**config.mk**
```make
export PLATFORM = sky130hd
export DESIGN_NAME = alu_flag_stage
export DESIGN_NICKNAME = d
export VERILOG_FILES = /design/src/rtl/alu_stage_pkg.sv /design/src/rtl/alu_result_fifo.sv /design/src/rtl/alu_flag_stage.sv
export SDC_FILE = /design/constraint.sdc
export NUM_CORES = 1
export LEC_CHECK = 0
export BUFFER_PORTS_ARGS = -buffer_cell sky130_fd_sc_hd__buf_2
export CELL_PAD_IN_SITES_DETAIL_PLACEMENT = 1
export CELL_PAD_IN_SITES_GLOBAL_PLACEMENT = 2
export CORE_MARGIN = 3
export CORE_UTILIZATION = 36
export CTS_CLUSTER_DIAMETER = 200
export DETAILED_ROUTE_END_ITERATION = 6
export GPL_TIMING_DRIVEN = 0
export PLACE_DENSITY_LB_ADDON = 0.25
export SLEW_MARGIN = 5
export SYNTH_ARGS = -nofsm -noshare
export SYNTH_HDL_FRONTEND = slang
export SYNTH_SLANG_ARGS = --single-unit
```
**constraint.sdc**
```tcl
create_clock -name clk -period 5.9 [get_ports clk]
set_input_delay 1.18 -clock clk [delete_from_list [all_inputs] [get_ports clk]]
set_output_delay 1.18 -clock clk [all_outputs]
set_load 0.005 [all_outputs]
```
**src/rtl/alu_stage_pkg.sv**
```systemverilog
// alu_stage_pkg: shared flag/entry types and widths for the ALU result stage
package alu_stage_pkg;
  localparam int FLAG_W = 4;
  localparam int RD_W = 5;
  localparam int RES_W = 64;
  typedef struct packed {
    logic n;
    logic z;
    logic v;
    logic c;
  } alu_flags_t;
  typedef struct packed {
    logic [RES_W-1:0] result;
    logic [RD_W-1:0] rd;
  } alu_entry_t;
endpackage

```
**src/rtl/alu_result_fifo.sv**
```systemverilog
// alu_result_fifo: circular buffer of {result, rd} with valid/ready on both sides
// ports: clk, reset (async, high); in_valid/in_ready/in_result/in_rd push side;
// out_valid/out_ready/out_result/out_rd pop side (outputs 0 when empty); count
module alu_result_fifo
  import alu_stage_pkg::*;
#(
  parameter int WIDTH = 64,
  parameter int DEPTH = 2
) (
  input  logic                       clk,
  input  logic                       reset,
  input  logic                       in_valid,
  output logic                       in_ready,
  input  logic [WIDTH-1:0]           in_result,
  input  logic [RD_W-1:0]            in_rd,
  output logic                       out_valid,
  input  logic                       out_ready,
  output logic [WIDTH-1:0]           out_result,
  output logic [RD_W-1:0]            out_rd,
  output logic [$clog2(DEPTH+1)-1:0] count
);
  localparam int CW = $clog2(DEPTH+1);
  localparam int PW = $clog2(DEPTH);
  localparam logic [CW-1:0] FULL = CW'(DEPTH);
  logic [WIDTH-1:0] res_mem [DEPTH];
  logic [RD_W-1:0] rd_mem [DEPTH];
  logic [PW-1:0] wr_ptr, rd_ptr;
  logic push, pop;
  // in_ready looks only at occupancy, so a full buffer refuses a push even while popping
  assign in_ready = count < FULL;
  assign out_valid = count != '0;
  assign push = in_valid && in_ready;
  assign pop = out_valid && out_ready;
  assign out_result = out_valid ? res_mem[rd_ptr] : '0;
  assign out_rd = out_valid ? rd_mem[rd_ptr] : '0;
  // DEPTH is a power of two, so pointer wrap is the natural overflow
  always_ff @(posedge clk or posedge reset) begin
    if (reset) begin
      wr_ptr <= '0;
      rd_ptr <= '0;
      count <= '0;
      for (int i = 0; i < DEPTH; i++) begin
        res_mem[i] <= '0;
        rd_mem[i] <= '0;
      end
    end else begin
      if (push) begin
        res_mem[wr_ptr] <= in_result;
        rd_mem[wr_ptr] <= in_rd;
        wr_ptr <= wr_ptr + PW'(1);
      end
      if (pop) rd_ptr <= rd_ptr + PW'(1);
      count <= count + CW'(push) - CW'(pop);
    end
  end
endmodule

```
**src/rtl/alu_flag_stage.sv**
```systemverilog
// alu_flag_stage: registered ALU result FIFO plus architectural N/Z/V/C flag register
// ports: clk, reset (async, high); in_* ALU result, rd, flags, set_flags with
// in_valid/in_ready; out_* writeback handshake; flags {N,Z,V,C}; count occupancy
// ALU_FLAG_FWD_EN: when defined, flags forwards incoming flags combinationally on a
// flag-setting push; otherwise flags is purely the register output
module alu_flag_stage
  import alu_stage_pkg::*;
#(
  parameter int WIDTH = 64,
  parameter int DEPTH = 2
) (
  input  logic                       clk,
  input  logic                       reset,
  input  logic                       in_valid,
  output logic                       in_ready,
  input  logic [WIDTH-1:0]           in_result,
  input  logic [RD_W-1:0]            in_rd,
  input  logic                       in_negative,
  input  logic                       in_zero,
  input  logic                       in_overflow,
  input  logic                       in_carry_out,
  input  logic                       in_set_flags,
  output logic                       out_valid,
  input  logic                       out_ready,
  output logic [WIDTH-1:0]           out_result,
  output logic [RD_W-1:0]            out_rd,
  output logic [FLAG_W-1:0]          flags,
  output logic [$clog2(DEPTH+1)-1:0] count
);
  alu_flags_t flags_q, in_flags;
  logic load;
  assign in_flags = '{n: in_negative, z: in_zero, v: in_overflow, c: in_carry_out};
  // flags commit at acceptance, independent of when the entry is popped
  assign load = in_valid && in_ready && in_set_flags;
  always_ff @(posedge clk or posedge reset) begin
    if (reset) flags_q <= '0;
    else flags_q <= load ? in_flags : flags_q;
  end
`ifdef ALU_FLAG_FWD_EN
  assign flags = load ? in_flags : flags_q;
`else
  assign flags = flags_q;
`endif
  alu_result_fifo #(.WIDTH(WIDTH), .DEPTH(DEPTH)) u_fifo (
    .clk(clk),
    .reset(reset),
    .in_valid(in_valid),
    .in_ready(in_ready),
    .in_result(in_result),
    .in_rd(in_rd),
    .out_valid(out_valid),
    .out_ready(out_ready),
    .out_result(out_result),
    .out_rd(out_rd),
    .count(count)
  );
endmodule

```
==> results of run 1 <==
## final timing paths
| kind | slack [ps] | endpoint |
|---|---|---|
| max | 2360 | out_result[40] |
| min | 480 | u_fifo.res_mem[93] |
| max reg2reg | 4000 | u_fifo.count[1] |
| min reg2reg | 480 | u_fifo.res_mem[93] |
| max in group asynchronous | 4200 | u_fifo.res_mem[93] |
| min in group asynchronous | 900 | u_fifo.res_mem[74] |
## cell type report
class	count	area share, %
Multi-Input combinational cell	292	32.6
Clock buffer	19	5.41
Buffer	30	1.89
Timing Repair Buffer	155	9.75
Inverter	6	0.336
Sequential cell	146	44.6
Clock inverter	13	1.94
Tap cell	225	3.44
## placed cells by master, fill, tap and decap left out, types with 5 or more instances in the layout
cell        synthesis  final
buf_2              19    173
clkbuf_1            8      9
clkbuf_16           0     17
clkinvlp_4          0      6
dfrtp_1           146    146
inv_1               6      5
mux2_1             10     10
mux2_2            132    132
mux2i_1            69     69
nor2_1             70     70
## registers in the layout (all words and copies together) (netlist names)
register / cells
u_fifo.rd_mem: 10
u_fifo.rd_ptr: 1
u_fifo.res_mem: 128
u_fifo.wr_ptr: 1
u_fifo.count: 2
flags: 4
## metal layers
layer / GRT usage (%) / vias up / wire length [um]
met5: 0 / - / 22
met4: 5.41 / 4 / 227
met3: 5.05 / 21 / 921
met2: 29.4 / 98 / 8280
met1: 20.2 / 2194 / 6690
li1: - / 1987 / -
## critical path: stages (launching register included)
cell and delay [ps]:
dfrtp_1 380, buf_2 180, nor2_1 570, clkbuf_1 500, nor2_1 150, buf_2 160
## cells by family (layout without fill, tap and decap cells)
kind of cell               after synthesis  in the layout  share of synthesized area [%]
adders and majority gates                2              2                          0.385
AOI/OAI and AO/OA                        1              1                         0.0769
buffers and inverters                   36            223                           2.73
and+or+nand+nor                         74             74                           4.85
muxes                                  211            211                           35.2
DFF                                    146            146                           56.2
xor gates and xnor gates                 4              4                          0.539
## power groups by stage
stage	combinational, uW	clock, uW	sequential [uW]
CTS	2180	1130	1780
global route	2350	1180	1850
detailed placement	2160	0	1800
global placement	2090	0	1750
floorplan	1400	0	1720
finish	2110	1090	1780
## through the flow
stage | std cells | util (%) | setup TNS, ps
2_1_floorplan | 474 | - | 0
3_3_place_gp | 853 | 43.2 | -111740
3_5_place_dp | 854 | 43.4 | 0
4_1_cts | 886 | 46.8 | 0
5_1_grt | 886 | 46.8 | 0
6_report | 886 | 46.8 | 0
==> flow_metrics.py, run 1 <==
metrics = {
    "run_status": {
        "status": "completed",
    },
    "placement": {
        "place_ws_ps": 2680,
        "hpwl_mm": 11.4,
        "place_area_mm2": 0.00759,
        "gp_congestion": 0.735,
        "io_buffers": 154,
    },
    "cells_and_area": {
        "layout.nets": 728,
        "multi_input_comb_area_mm2": 0.00267,
        "finalInstanceArea_mm2": 0.00819,
        "num_antenna_cells": 0,
        "fill_cells": 1851,
        "drive_above_1_share_pct": 51.9,
        "seqCellArea_mm2": 0.00365,
        "area_growth_pct": 25.9,
    },
    "setup_path": {
        "end_kind": "primary output",
        "r2r-start": "u_fifo.count[1]",
        "crit_type": "reg -> out",
        "arrival_ps": 2360,
        "critical_path_required_ps": 4720,
        "crit_start": "u_fifo.count[1]",
        "cp-start-kind": "register",
        "r2r_cells": 8,
        "critPathMaxFanout": 10,
    },
    "synth": {
        "yosys_most_used_dff": "dfrtp_1",
        "synth_area_mm2": 0.00650,
        "synth_nets": 554,
        "ys_seq_elements": 146,
        "synthArstFlopShare_pct": 100,
        "synth_top_area_share_pct": 56.2,
        "yosys_warnings": 0,
        "synth_top_area_cell": "dfrtp_1",
        "synth.distinct_cells": 18,
        "synth_area_per_cell_um2": 13.7,
        "ys_seq_area_share_pct": 56.2,
        "synth_edf_count": 0,
        "syn_inst": 474,
        "yosys-top-cells-area": "dfrtp_1 56%, mux2_2 23%, mux2i_1 11%, nor2_1 4.0%, mux2_1 1.7%",
        "synth_most_common_cell": "dfrtp_1",
        "ys_top_cells_by_count": "146 x dfrtp_1, 132 x mux2_2, 70 x nor2_1",
    },
    "power": {
        "swShare_pct": 33.6,
        "p_leak_uw": 0.00398,
        "pwr-share-seq_pct": 35.7,
        "power.total_uw": 4990,
        "p_clk_share_pct": 21.9,
        "power_switching_uw": 1670,
        "p_comb_share_pct": 42.4,
        "intPower_uw": 3310,
        "power_density_mw_per_mm2": 609,
        "peakVddDrop_mv": 0.228,
    },
    "sta": {
        "fin_ws_ps": 2360,
        "period_needed_ps": 3540,
        "rsz0062_at_grt": "false",
        "tightest_slew_ps": 708,
        "period_share_pct": 60.0,
        "clock.fmax_ghz": 0.282,
        "fin_hold_ws_ps": 484,
        "hold_viol": 0,
        "skew_ps": 5.94,
        "slew_violations": 0,
        "final-setup-viol-count": 0,
        "relSlewSlack_pct": 52.8,
    },
    "clocking": {
        "hold_buffers": 0,
        "postCtsSetupBuffers": 0,
        "cts_max_level": 4,
        "cts-root-buf": "clkbuf_16",
        "cts_tree": "yes",
        "clock_latency_ps": 410,
        "clock_path_buffers": 2,
        "cts_resized": 0,
        "cts_buffers": 17,
        "clk_pin_slew_ps": 60,
        "cts_sinks": 146,
    },
    "floorplan": {
        "coreArea_mm2": 0.0175,
        "die_area_mm2": 0.0197,
        "start_util_pct": 37.2,
        "dieWidth_um": 140,
        "io_pins": 155,
        "die_y_um": 140,
        "rows": 48,
    },
    "worst_hold_path": {
        "whs_path_depth": 1,
        "min-delay-start": "u_fifo.res_mem[93]",
        "hold_path_class": "reg -> reg",
    },
    "global_route": {
        "grt_pass1_vias": 4913,
        "grt_usage_pct": 16.9,
        "overflow": 0,
        "grt_pass1_wl_mm": 26.0,
        "antenna_found_initial": 2,
        "grt_max_degree": 75,
    },
    "route": {
        "first_pass_iters": 4,
        "wl_mm": 16.1,
        "drc": 0,
        "wl_per_cell_um": 18.2,
        "drt-initial-drc-count": 96,
        "viasPerCell": 4.86,
        "drtAntennaViolNets": 0,
        "vias": 4304,
    },
    "flow_run": {
        "cap_violations": 0,
    },
}
Power figures use the tool's default switching activity.
==> run 2, diff against run 1 <==
--- a/config.mk
+++ b/config.mk
@@ -5,11 +5,12 @@
 export SDC_FILE = /design/constraint.sdc
 export NUM_CORES = 1
 export LEC_CHECK = 0
+export ABC_AREA = 1
 export BUFFER_PORTS_ARGS = -buffer_cell sky130_fd_sc_hd__buf_2
 export CELL_PAD_IN_SITES_DETAIL_PLACEMENT = 1
 export CELL_PAD_IN_SITES_GLOBAL_PLACEMENT = 2
 export CORE_MARGIN = 3
-export CORE_UTILIZATION = 36
+export CORE_UTILIZATION = 31
 export CTS_CLUSTER_DIAMETER = 200
 export DETAILED_ROUTE_END_ITERATION = 6
 export GPL_TIMING_DRIVEN = 0
==> constraint.sdc (replaced) <==
create_clock -name clk -period 3.4 [get_ports clk]
set_input_delay 0.68 -clock clk [delete_from_list [all_inputs] [get_ports clk]]
set_output_delay 0.68 -clock clk [all_outputs]
set_load 0.005 [all_outputs]
==> run 2 against run 1 <==
Against the previous run:
- combinational power up 83%
- flip-flop and latch count unchanged
- design area up 3.7%
- die area up 20%
- non-clock buffer count up 39
- area after synthesis up 3.9%
- global-route usage up 3.8 points
- first-iteration DRC count rose to 2.9 times the previous value
- critical path type unchanged
- critical endpoint is now out_result[42]
- largest cell class unchanged
- largest power group unchanged
==> flow_metrics.py, run 2 <==
metrics = {
    "sta": {
        "period_share_pct": 84.3,
        "skew_ps": 8.73,
        "rsz0062_at_grt": "false",
        "final-setup-viol-count": 0,
        "hold_viol": 0,
        "clock.fmax_ghz": 0.349,
        "tightest_slew_ps": 734,
        "relSlewSlack_pct": 51.1,
        "slew_violations": 0,
        "period_needed_ps": 2860,
    },
    "synth": {
        "syn_inst": 875,
        "synth_top_area_share_pct": 54.1,
        "synthArstFlopShare_pct": 100,
        "synth_edf_count": 0,
        "yosys-top-cells-area": "dfrtp_1 54%, nand2_1 24%, nand3_1 11%, a21oi_1 5.1%, buf_2 2.2%",
        "synth_area_mm2": 0.00676,
        "yosys_most_used_dff": "dfrtp_1",
        "ys_seq_area_share_pct": 54.1,
        "synth_area_per_cell_um2": 7.72,
        "yosys_warnings": 0,
        "synth.distinct_cells": 16,
        "ys_seq_elements": 146,
        "synth_nets": 955,
        "ys_top_cells_by_count": "431 x nand2_1, 146 x dfrtp_1, 146 x nand3_1",
        "synth_most_common_cell": "nand2_1",
        "synth_top_area_cell": "dfrtp_1",
    },
    "clocking": {
        "cts-root-buf": "clkbuf_16",
        "clk_pin_slew_ps": 60,
        "cts_max_level": 4,
        "cts_resized": 0,
        "clock_path_buffers": 2,
        "cts_sinks": 146,
        "hold_buffers": 0,
        "postCtsSetupBuffers": 0,
        "cts_tree": "yes",
        "cts_buffers": 17,
        "clock_latency_ps": 420,
    },
    "floorplan": {
        "die_area_mm2": 0.0236,
        "coreArea_mm2": 0.0212,
        "rows": 53,
        "io_pins": 155,
        "die_y_um": 154,
        "dieWidth_um": 154,
        "start_util_pct": 31.8,
    },
    "route": {
        "wl_per_cell_um": 18.0,
        "drt-initial-drc-count": 283,
        "wl_mm": 24.1,
        "drtAntennaViolNets": 0,
        "vias": 6473,
        "drc": 0,
        "first_pass_iters": 4,
        "viasPerCell": 4.84,
    },
    "global_route": {
        "overflow": 0,
        "grt_pass1_vias": 6816,
        "grt_pass1_wl_mm": 38.4,
        "grt_usage_pct": 20.8,
        "antenna_found_initial": 1,
        "grt_max_degree": 37,
    },
    "worst_hold_path": {
        "hold_path_class": "in -> async",
    },
    "setup_path": {
        "critical_path_required_ps": 2720,
        "r2r-start": "u_fifo.count[1]",
        "timing.rr.end": "u_fifo.count[1]",
        "cp-start-kind": "register",
        "arrival_ps": 2180,
        "r2r_slack_ps": 1760,
        "crit_type": "reg -> out",
        "critPathMaxFanout": 10,
        "r2r_cells": 9,
        "end_kind": "primary output",
    },
    "power": {
        "p_comb_share_pct": 45.1,
        "power_switching_uw": 3680,
        "peakVddDrop_mv": 0.372,
        "p_clk_share_pct": 20.1,
        "power_density_mw_per_mm2": 1010,
        "p_leak_uw": 0.00459,
        "power.total_uw": 8570,
        "intPower_uw": 4880,
        "swShare_pct": 43.0,
        "pwr-share-seq_pct": 34.8,
    },
    "cells_and_area": {
        "drive_above_1_share_pct": 21.7,
        "regMostFlops": "u_fifo.res_mem",
        "final_cell_mix": "431 x nand2_1, 184 x buf_2, 146 x nand3_1, 146 x dfrtp_1, 69 x a21oi_1",
        "final_common_cell": "nand2_1",
        "layout.nets": 1132,
        "finalInstanceArea_mm2": 0.00849,
        "area_growth_pct": 25.6,
        "num_antenna_cells": 0,
        "largest_register_ffs": 128,
    },
    "placement": {
        "io_buffers": 154,
        "place_area_mm2": 0.00796,
        "hpwl_mm": 17.0,
        "gp_congestion": 0.762,
    },
    "flow_run": {
        "cap_violations": 0,
    },
    "run_status": {
        "status": "completed",
    },
}
## run 2: worst max path at each step
| stage | from | end | slack, ps | cells past startpoint |
|---|---|---|---|---|
| finish | u_fifo.rd_ptr | out_result[42] | 540 | 6 |
| global route | u_fifo.rd_ptr | out_result[42] | 360 | 6 |
| CTS | u_fifo.rd_ptr | out_result[42] | 440 | 6 |
| detailed placement | u_fifo.rd_ptr | out_result[40] | 960 | 6 |
| global placement | reset | u_fifo.res_mem[122] | -290 | 2 |
| floorplan | reset | flags[0] | 890 | 1 |
## run 2: cell families (layout without fill, tap and decap cells)
kind of cell             after synthesis  in the layout  synth area share (%)
AO/OA/AOI/OAI                         70             70                  5.18
adder cells (fa/ha/maj)                2              2                 0.370
buffers and inverters                 77            265                  5.22
flip-flops                           146            146                  54.1
AND/OR/NAND/NOR                      580            580                  35.2
## run 2: area by class of cell
class	count	area (um^2)
inverter	11	45.0
clock buffer	21	470
sequential	146	3650
timing repair buffer	158	851
fill	2693	12700
multi-input combinational	652	2750
tap	275	344
buffer	66	312
clock inverter	9	60.1
## run 2: stage by stage
step	cells	setup TNS [ps]	util [%]	setup slack, ps	hold slack (ps)
after floorplan	875	0	-	887	449
after global placement	1304	-40690	37.1	-293	461
after detailed placement	1308	0	37.5	956	465
after CTS	1338	0	40.0	436	283
after global routing	1338	0	40.0	359	302
final	1338	0	40.0	535	286
## run 2: worst max-delay path, stage by stage, from the launching register on
cell,delay [ps]
dfrtp_1,360
buf_2,180
inv_2,140
clkbuf_1,540
nand2_1,130
a21oi_1,250
buf_2,160
## run 2: metal layers
layer	up-vias	global-route usage [%]	part of all wire, %
li1	3151	-	-
met1	3157	28.9	47
met2	137	33.8	48
met3	26	3.66	4.0
met4	2	5.30	1.4
met5	-	0	0.054
## run 2: power by group through the flow
| stage | sequential, uW | clock (uW) | combinational [uW] |
|---|---|---|---|
| floorplan | 2900 | 0 | 2340 |
| global placement | 2970 | 0 | 3880 |
| detailed placement | 2990 | 0 | 3960 |
| CTS | 2970 | 1760 | 3980 |
| global route | 3070 | 1840 | 4450 |
| finish | 2980 | 1720 | 3860 |
